### src/rtl/msi_l1_ctrl.sv
// msi_l1_ctrl -- fully-associative L1 cache controller with MSI coherence.
//
// Line states: I=01, S=10, M=11 (00 never stored).
// Controller FSM: IDLE -> (RESP | WB | MISS); WB -> MISS -> WAIT -> RESP -> IDLE.
//
// Ports
//   Clock, Resetn          : rising-edge clock, synchronous active-low reset
//   ReqValid/ReqReady      : processor request handshake
//   ReqWrite/ReqAddr/ReqData: request kind (1=write), address, write data
//   RespValid/RespHit/RespData : one-cycle processor response
//   DirValid/DirReady      : directory request handshake
//   DirType/DirAddr/DirData: 01 ReadMiss, 10 WriteMiss, 11 WriteBack
//   FillValid/FillData     : directory fill, honoured only in WAIT
//   SnpValid/SnpType/SnpAddr : snoop (01 Inv, 10 Fetch, 11 FetchInv)
//   SnpAck/SnpHit/SnpData  : one-cycle snoop response
module msi_l1_ctrl #(
  parameter int LINES = 4,
  parameter int AW    = 4,
  parameter int DW    = 4
) (
  input  logic          Clock,
  input  logic          Resetn,
  input  logic          ReqValid,
  output logic          ReqReady,
  input  logic          ReqWrite,
  input  logic [AW-1:0] ReqAddr,
  input  logic [DW-1:0] ReqData,
  output logic          RespValid,
  output logic          RespHit,
  output logic [DW-1:0] RespData,
  output logic          DirValid,
  input  logic          DirReady,
  output logic [1:0]    DirType,
  output logic [AW-1:0] DirAddr,
  output logic [DW-1:0] DirData,
  input  logic          FillValid,
  input  logic [DW-1:0] FillData,
  input  logic          SnpValid,
  input  logic [1:0]    SnpType,
  input  logic [AW-1:0] SnpAddr,
  output logic          SnpAck,
  output logic          SnpHit,
  output logic [DW-1:0] SnpData
);

  localparam int IW = (LINES > 1) ? $clog2(LINES) : 1;

  localparam logic [1:0] ST_I = 2'b01;
  localparam logic [1:0] ST_S = 2'b10;
  localparam logic [1:0] ST_M = 2'b11;

  typedef enum logic [2:0] {IDLE, WB, MISS, WAIT, RESP} state_t;

  state_t          state_q, state_nxt;
  logic [AW-1:0]   tag_q  [LINES];
  logic [DW-1:0]   data_q [LINES];
  logic [1:0]      st_q   [LINES];
  logic [IW-1:0]   vptr_q;
  logic [IW-1:0]   victim_q;
  logic            req_write_q;
  logic [AW-1:0]   req_addr_q;
  logic [DW-1:0]   req_data_q;
  logic            resp_hit_q;
  logic [DW-1:0]   resp_data_q;
  logic            snp_ack_q;
  logic            snp_hit_q;
  logic [DW-1:0]   snp_data_q;
  // run_q holds ReqReady low for the first cycle after reset release
  logic            run_q;
  // dir_gap_q forces a DirValid-low cycle between WriteBack and the miss request
  logic            dir_gap_q;

  logic            accept;
  logic            dir_fire;
  logic            snp_ok;
  logic            fill_ok;
  logic            req_hit;
  logic [IW-1:0]   req_idx;
  logic            snp_match;
  logic [IW-1:0]   snp_idx;
  logic            inv_tag_found;
  logic [IW-1:0]   inv_tag_idx;
  logic            inv_found;
  logic [IW-1:0]   inv_idx;
  logic [IW-1:0]   victim_c;
  logic            use_vptr;

  // Tag lookups and victim choice; descending scan so the lowest index wins.
  always_comb begin
    req_hit       = 1'b0;
    req_idx       = '0;
    snp_match     = 1'b0;
    snp_idx       = '0;
    inv_tag_found = 1'b0;
    inv_tag_idx   = '0;
    inv_found     = 1'b0;
    inv_idx       = '0;
    for (int i = LINES - 1; i >= 0; i--) begin
      if (st_q[i] != ST_I && tag_q[i] == ReqAddr) begin
        req_hit = 1'b1;
        req_idx = IW'(i);
      end
      if (st_q[i] != ST_I && tag_q[i] == SnpAddr) begin
        snp_match = 1'b1;
        snp_idx   = IW'(i);
      end
      if (st_q[i] == ST_I && tag_q[i] == ReqAddr) begin
        inv_tag_found = 1'b1;
        inv_tag_idx   = IW'(i);
      end
      if (st_q[i] == ST_I) begin
        inv_found = 1'b1;
        inv_idx   = IW'(i);
      end
    end
    use_vptr = 1'b0;
    if (req_hit) begin
      victim_c = req_idx;
    end else if (inv_tag_found) begin
      victim_c = inv_tag_idx;
    end else if (inv_found) begin
      victim_c = inv_idx;
    end else begin
      victim_c = vptr_q;
      use_vptr = 1'b1;
    end
  end

  assign snp_ok  = SnpValid && !snp_ack_q &&
                   (state_q == IDLE || state_q == WAIT || state_q == RESP);
  assign fill_ok = (state_q == WAIT) && FillValid;

  assign SnpAck  = snp_ack_q;
  assign SnpHit  = snp_ack_q & snp_hit_q;
  assign SnpData = snp_data_q;

  always_comb begin
    state_nxt = state_q;
    ReqReady  = 1'b0;
    accept    = 1'b0;
    DirValid  = 1'b0;
    DirType   = 2'b00;
    DirAddr   = '0;
    DirData   = '0;
    dir_fire  = 1'b0;
    RespValid = 1'b0;
    RespHit   = 1'b0;
    RespData  = '0;

    ReqReady = run_q && (state_q == IDLE) && !SnpValid;
    accept   = ReqValid && ReqReady;

    if ((state_q == WB || state_q == MISS) && !dir_gap_q) begin
      DirValid = 1'b1;
      if (state_q == WB) begin
        DirType = 2'b11;
        DirAddr = tag_q[victim_q];
        DirData = data_q[victim_q];
      end else begin
        DirType = req_write_q ? 2'b10 : 2'b01;
        DirAddr = req_addr_q;
      end
    end
    dir_fire = DirValid && DirReady;

    if (state_q == RESP) begin
      RespValid = 1'b1;
      RespHit   = resp_hit_q;
      RespData  = resp_data_q;
    end

    case (state_q)
      IDLE: begin
        if (accept) begin
          if (req_hit && (!ReqWrite || st_q[req_idx] == ST_M)) begin
            state_nxt = RESP;
          end else if (!req_hit && st_q[victim_c] == ST_M) begin
            state_nxt = WB;
          end else begin
            state_nxt = MISS;
          end
        end
      end
      WB:      if (dir_fire) state_nxt = MISS;
      MISS:    if (dir_fire) state_nxt = WAIT;
      WAIT:    if (FillValid) state_nxt = RESP;
      RESP:    state_nxt = IDLE;
      default: state_nxt = IDLE;
    endcase
  end

  always_ff @(posedge Clock) begin
    if (!Resetn) begin
      state_q     <= IDLE;
      run_q       <= 1'b0;
      dir_gap_q   <= 1'b0;
      vptr_q      <= '0;
      victim_q    <= '0;
      req_write_q <= 1'b0;
      req_addr_q  <= '0;
      req_data_q  <= '0;
      resp_hit_q  <= 1'b0;
      resp_data_q <= '0;
      snp_ack_q   <= 1'b0;
      snp_hit_q   <= 1'b0;
      snp_data_q  <= '0;
      for (int i = 0; i < LINES; i++) begin
        tag_q[i]  <= '0;
        data_q[i] <= '0;
        st_q[i]   <= ST_I;
      end
    end else begin
      state_q    <= state_nxt;
      run_q      <= 1'b1;
      dir_gap_q  <= (state_q == WB) && dir_fire;
      snp_ack_q  <= 1'b0;
      snp_hit_q  <= 1'b0;
      snp_data_q <= '0;

      // Snoop sees pre-fill contents; a same-edge fill below overrides it.
      if (snp_ok) begin
        snp_ack_q <= 1'b1;
        snp_hit_q <= snp_match;
        if (snp_match) begin
          case (SnpType)
            2'b01: st_q[snp_idx] <= ST_I;
            2'b10: begin
              if (st_q[snp_idx] == ST_M) begin
                snp_data_q     <= data_q[snp_idx];
                st_q[snp_idx]  <= ST_S;
              end
            end
            2'b11: begin
              if (st_q[snp_idx] == ST_M) snp_data_q <= data_q[snp_idx];
              st_q[snp_idx] <= ST_I;
            end
            default: ;
          endcase
        end
      end

      if (accept) begin
        req_write_q <= ReqWrite;
        req_addr_q  <= ReqAddr;
        req_data_q  <= ReqData;
        victim_q    <= victim_c;
        if (use_vptr) vptr_q <= vptr_q + 1'b1;
        if (req_hit && !ReqWrite) begin
          resp_hit_q  <= 1'b1;
          resp_data_q <= data_q[req_idx];
        end else if (req_hit && st_q[req_idx] == ST_M) begin
          resp_hit_q      <= 1'b1;
          resp_data_q     <= ReqData;
          data_q[req_idx] <= ReqData;
        end
      end

      if ((state_q == WB) && dir_fire) st_q[victim_q] <= ST_I;

      if (fill_ok) begin
        tag_q[victim_q]  <= req_addr_q;
        data_q[victim_q] <= req_write_q ? req_data_q : FillData;
        st_q[victim_q]   <= req_write_q ? ST_M : ST_S;
        resp_data_q      <= req_write_q ? req_data_q : FillData;
        resp_hit_q       <= 1'b0;
      end
    end
  end

endmodule

### config.mk
export PLATFORM = sky130hd
export DESIGN_NAME = msi_l1_ctrl
export DESIGN_NICKNAME = d
export VERILOG_FILES = /design/src/rtl/msi_l1_ctrl.sv
export SDC_FILE = /design/constraint.sdc
export NUM_CORES = 1
export LEC_CHECK = 0
export BUFFER_PORTS_ARGS = -buffer_cell sky130_fd_sc_hd__buf_2
export CAP_MARGIN = 20
export CORE_UTILIZATION = 66
export CTS_BUF_LIST = sky130_fd_sc_hd__clkbuf_8
export DETAILED_ROUTE_END_ITERATION = 7
export PLACE_DENSITY = 0.95
export SYNTH_ARGS = -nofsm -noshare
export SYNTH_HDL_FRONTEND = slang
export SYNTH_SLANG_ARGS = --single-unit
### constraint.sdc
create_clock -name Clock -period 5 [get_ports Clock]
set_input_delay 1 -clock Clock [delete_from_list [all_inputs] [get_ports Clock]]
set_output_delay 1 -clock Clock [all_outputs]
set_load 0.01 [all_outputs]
# --- Yosys cells after proc, flatten, opt, wreduce, memory -nomap -nowiden ---
# Memories as Yosys holds them, arrays and structs flattened. A register that Yosys moved wholly into a read port is not among the register bits.
# Index checks and enable logic that the tools add are counted.
totals:
  ff_bits: 25
  ramBits: 40
  inputBits: 25
  out_inout_bits: 24
  elab_cells: 219
  n_memories: 3
classes:
  n_addsub: 1
  eq_ne: 30
  n_mux: 116
  bitwise_logic: 5
  n_reduce_logical: 52
mem_list:
  columns: ["memory", "words", "word_bits", "rd", "rd_ports_with_merged_regs", "wr", "line", "text"]
  rows:
  - ["data_q", 4, 4, 3, 2, 4, "56", "logic [DW-1:0] data_q [LINES];"]
  - ["tag_q", 4, 4, 5, 1, 4, "55", "logic [AW-1:0] tag_q [LINES];"]
  - ["st_q", 4, 2, 7, 0, 4, "57", "logic [1:0] st_q [LINES];"]
op_table:
  columns: ["cell", "count"]
  rows:
  - ["2-to-1 mux 2 bit", 37]
  - ["2-to-1 mux 1 bit", 60]
  - ["2-to-1 mux 4 bit", 13]
  - ["== test 4 bit", 8]
  - ["logical AND 1 bit", 25]
  - ["2-to-1 mux 3 bit", 5]
  - ["one-hot mux 3 bit (4 select lines)", 1]
  - ["OR reduction 4 bit", 3]
  - ["== test 2 x 1 -> 1 bit, second input constant", 5]
  - ["== test 2 bit, second input constant", 5]
  - ["inequality test 2 x 1 -> 1 bit, second input constant", 4]
  - ["inequality test 2 bit, second input constant", 4]
  - ["AND reduction 2 bit", 4]
  - ["OR reduction 2 bit", 4]
  - ["== test 3 x 2 -> 1 bit, second input constant", 2]
  - ["logical NOT 1 bit", 6]
  - ["AND reduction 5 bit", 1]
  - ["logical OR 1 bit", 4]
  - ["AND reduction 4 bit", 1]
  - ["nonzero test 2 bit", 2]
  - ["== test 3 x 1 -> 1 bit, second input constant", 1]
  - ["== test 3 bit, second input constant", 1]
  - ["logical NOT 3 bit", 1]
  - ["bitwise OR 1 bit", 3]
  - ["other kinds (4)", 4]

# --- Logic depth before layout (Yosys ltp) ---
# An unclocked memory read counts as a cell.
depth:
  depth_word: 19
  depth_mapped: 10
  ltp_nobuf: 7

# --- Least setup slack after synthesis ---
# Ideal clock, no wire load.
synth_timing:
  kind: "input port to flip-flop"
  startpoint: "in ReqAddr[0]"
  endpoint: "mem data_q[1][0] (enable)"
  setup_time_ps: 335
  t_arrival_ps: 2853
  t_required_ps: 4665
  slack_ps: 1812
  stages: 9
  n_path_buf: 2
  cell_sequence: "buf_4 -> xnor2_2 -> nand4_2 -> o22ai_4 -> o22ai_1 -> a221o_1 -> buf_6 -> a31o_4 -> o21ai_1"
synth_rtl:
  columns: ["item", "line", "text"]
  rows:
  - ["start: declaration", "26", "input logic [AW-1:0] ReqAddr,"]
  - ["end: declaration", "56", null]

==> metrics.csv <==
metric,value,unit
result of the run,"finished, final reports clean",
"top library cells by usage in the layout, fill and taps aside","sky130_fd_sc_hd__nand2_1 (51), sky130_fd_sc_hd__buf_2 (48), sky130_fd_sc_hd__nor2_1 (41)",
Cell Count Post-Placement,572,
area added between synthesis and finish,10.5,%
combinational group share of total power,12.7,%
total number of vias,4178,
wire length of the first global-routing pass,20100,microns
xor and xnor area share after synthesis,8.43,%
Final Net Count,528,
max-capacitance violation count,0,
clock tree skew after final layout,0.00906,ns
register bit total from synthesis,71,
Final Total Pwr,1.45,mW
initial antenna violation count,0,
starting utilization of the core area,68.1,%
core region area,6760,sq um
compound-gate portion of the synthesized area,18.9,%
met2 routed wirelength,5690,microns
root buffer cell,sky130_fd_sc_hd__clkbuf_8,
final setup TNS,0,ns
clock tree from TritonCTS,done,
Final Wtd Congestion,1.05,
Net Sw Power,364,uW
hold path start,SnpAck,
total overflow reported by the global router,0,
wire length on met3,1700,microns
setup slack of the most critical reg-to-reg path,1.76,ns
number of sinks handled by clock tree synthesis,71,
simple logic cell fraction of the synthesized area,20.3,%
PwrDens,286,nW/um^2
Slowest cell on crit path,sky130_fd_sc_hd__a31oi_2,
Worst Tran Pin Value,1.08,ns
Hold Path Cell Cnt,1,
"CTS clk-pin slew, worst paths",0.08,ns
Fmax,283,MHz
overall fraction of global-route tracks in use,36.6,%
first drt pass iteration count,7,
Worst R2R Path Depth,8,
ANT cells,0,
final hold violation count,0,
htree depth,3,
Synth Area per Inst,9.81,sq um
height of the die,85.5,microns
number of warnings issued by yosys,0,
Synth Instances,469,
VDD IR-drop max,0.359,mV
non-filler instance count after layout,588,
endpoint kind of the worst setup timing path,flop,
worst-path maximum fanout,11,
routed length per placed instance,21.9,microns
reg-to-reg endpoint,data_q[2][0],
number of nets in the synthesized netlist,494,
critical path start-end classification,in2reg,
r2r startpoint,state_q[0],
count of instances resized after the clock tree is built,0,
total of endpoints with negative setup slack in the final report,0,
DRC marker count from the first detailed-route iteration,815,
Post-synth EDFFs,40,
Post-Syn Area,4600,sq um
part of the cycle the worst path needs,70.7,%
Detailed Place HPWL,9600,microns
setup repair after global routing missed its margin,no,
wl on met1,4790,microns
proportion of power drawn by flip-flops and latches,45.3,%
kind of start point of the critical path,primary input,
standard-cell row count,30,
clock network fraction of total power,41.9,%
WL final,12900,microns
leakage,1.97,nW
P_int,1.09,mW
number of global-route vias before repair,3937,
horizontal die dimension,85.5,microns
hold-fix buffer count after cts,0,
net switching share of the total power,25.0,%
worst slew slack as a fraction of its limit,27.1,%
endpoint of the worst hold path,SnpAck,
combinational family with the most area after synthesis,simple AND/OR/NAND/NOR gates,
uppermost metal layer occupied by signal nets,met4,
boundary pin count,49,
Port Buffer Count,48,
final critical-path required period,3.54,ns
"most common cell after layout, fill and taps aside",sky130_fd_sc_hd__nand2_1,
buffers inserted during post-CTS setup optimization,0,
area used by sequential logic in the layout,1820,sq um
area of the multi-input gates,2580,sq um
share of cells above drive strength 1,24.2,%
number of pins with negative max-slew slack in the final report,0,
detailed-route vias per instance,7.11,
Critical Path RT,5.06,ns
part of the Yosys area used for sequential elements,39.6,%
ys flop type,sky130_fd_sc_hd__edfxtp_1,
share of async-settable or async-resettable flops after synthesis,0,%
Filler Cell Count,426,
CP max stage delay,0.65,ns
share of cell area taken by muxes after synthesis,8.41,%
TritonCTS Buffers,9,
clock latency reported for the late side of the worst-skew pair,0.35,ns
pin count of the biggest net entering global routing,19,
Crit path arrival time,3.60,ns
Synth cell types,66,
series of cell instances along the critical path,buf_2 > xnor2_2 > nand4_2 > o22ai_4 > o22ai_1 > a221o_1 > a31oi_2 > o21ai_1,
adder-cell area share of the yosys netlist,0,%
die area,7310,sq um
Detail Route Antenna Nets,0,
total DRC errors in the routed layout,0,
classification of the worst-slack hold path,reg2reg,
maximum root-to-sink buffer count,2,
worst hold slack across all endpoints,0.456,ns
==> layout make-up <==
cell class	count	area share, %
Multi-Input combinational cell	356	50.8
Inverter	15	1.11
Clock buffer	9	2.44
Sequential cell	71	35.9
Tap cell	80	1.97
Timing Repair Buffer	50	5.02
Clock inverter	7	2.86
==> stage by stage <==
step / util (%) / worst slack [ns] / instance area [sq um]
global placement: 71.2 / 1.40 / 4810
detailed placement: 71.2 / 1.22 / 4810
global route: 75.2 / 1.34 / 5080
finish: 75.2 / 1.46 / 5080
CTS: 75.2 / 1.59 / 5080
floorplan: - / 1.81 / 4600
==> synth_stat cells (13+ instances only) <==
master / n / area share, %
sky130_fd_sc_hd__nand2_1: 51 / 4.2
sky130_fd_sc_hd__nor2_1: 41 / 3.3
sky130_fd_sc_hd__edfxtp_1: 40 / 26
sky130_fd_sc_hd__dfxtp_1: 31 / 13
sky130_fd_sc_hd__a21oi_1: 28 / 3.0
sky130_fd_sc_hd__nor3_1: 26 / 2.8
sky130_fd_sc_hd__clkbuf_1: 20 / 1.6
sky130_fd_sc_hd__o21ai_0: 19 / 2.1
sky130_fd_sc_hd__inv_1: 15 / 1.2
sky130_fd_sc_hd__nor2b_1: 13 / 1.8
sky130_fd_sc_hd__xor2_1: 13 / 2.5
==> cells by family after synthesis <==
logic type                Yosys count
AOI/OAI and AO/OA                 115
buffers and inverters              42
and+or+nand+nor                   184
xor gates and xnor gates           34
DFF                                71
muxes                              23
==> how the worst max path moves through the flow <==
stage	start	endpoint	slack, ns	cells past startpoint
after global placement	ReqAddr[2]	data_q[0][0]	1.40	8
after floorplan	ReqAddr[0]	data_q[1][0]	1.81	9
final	ReqAddr[1]	data_q[1][3]	1.46	8
after global routing	ReqAddr[1]	data_q[1][3]	1.34	8
after detailed placement	ReqAddr[1]	data_q[1][3]	1.22	8
after CTS	ReqAddr[1]	data_q[1][3]	1.59	8
==> worst max-delay path, delay by kind of cell <==
family / cells / cell delay, ns
AOI/OAI and AO/OA: 5 / 1.98
and+or+nand+nor: 1 / 0.24
buffers and inverters: 1 / 0.17
xor gates and xnor gates: 1 / 0.19
==> power groups by stage <==
stage	clock network (mW)	registers, mW	logic [mW]
detailed placement	0	0.670	0.175
global placement	0	0.669	0.169
floorplan	0	0.656	0.139
global route	0.628	0.660	0.196
finish	0.610	0.659	0.185
CTS	0.608	0.657	0.178
==> flip-flops by register name, summed over array words and instances, names as in the netlist, named ones only <==
signal	flops
dir_gap_q	1
state_q	3
data_q	16
resp_hit_q	1
run_q	1
tag_q	16
SnpAck	1
req_write_q	1
req_data_q	4
st_q	8
vptr_q	2
req_addr_q	4
snp_hit_q	1
victim_q	2
resp_data_q	4
SnpData	4
==> metal layers <==
layer | global-route usage, % | vias to the layer above
li1 | - | 1805
met2 | 55.1 | 368
met3 | 9.92 | 102
met1 | 47.6 | 1903
met5 | 0 | -
met4 | 21.7 | 0
No activity file was read; power rests on OpenSTA's default activity.
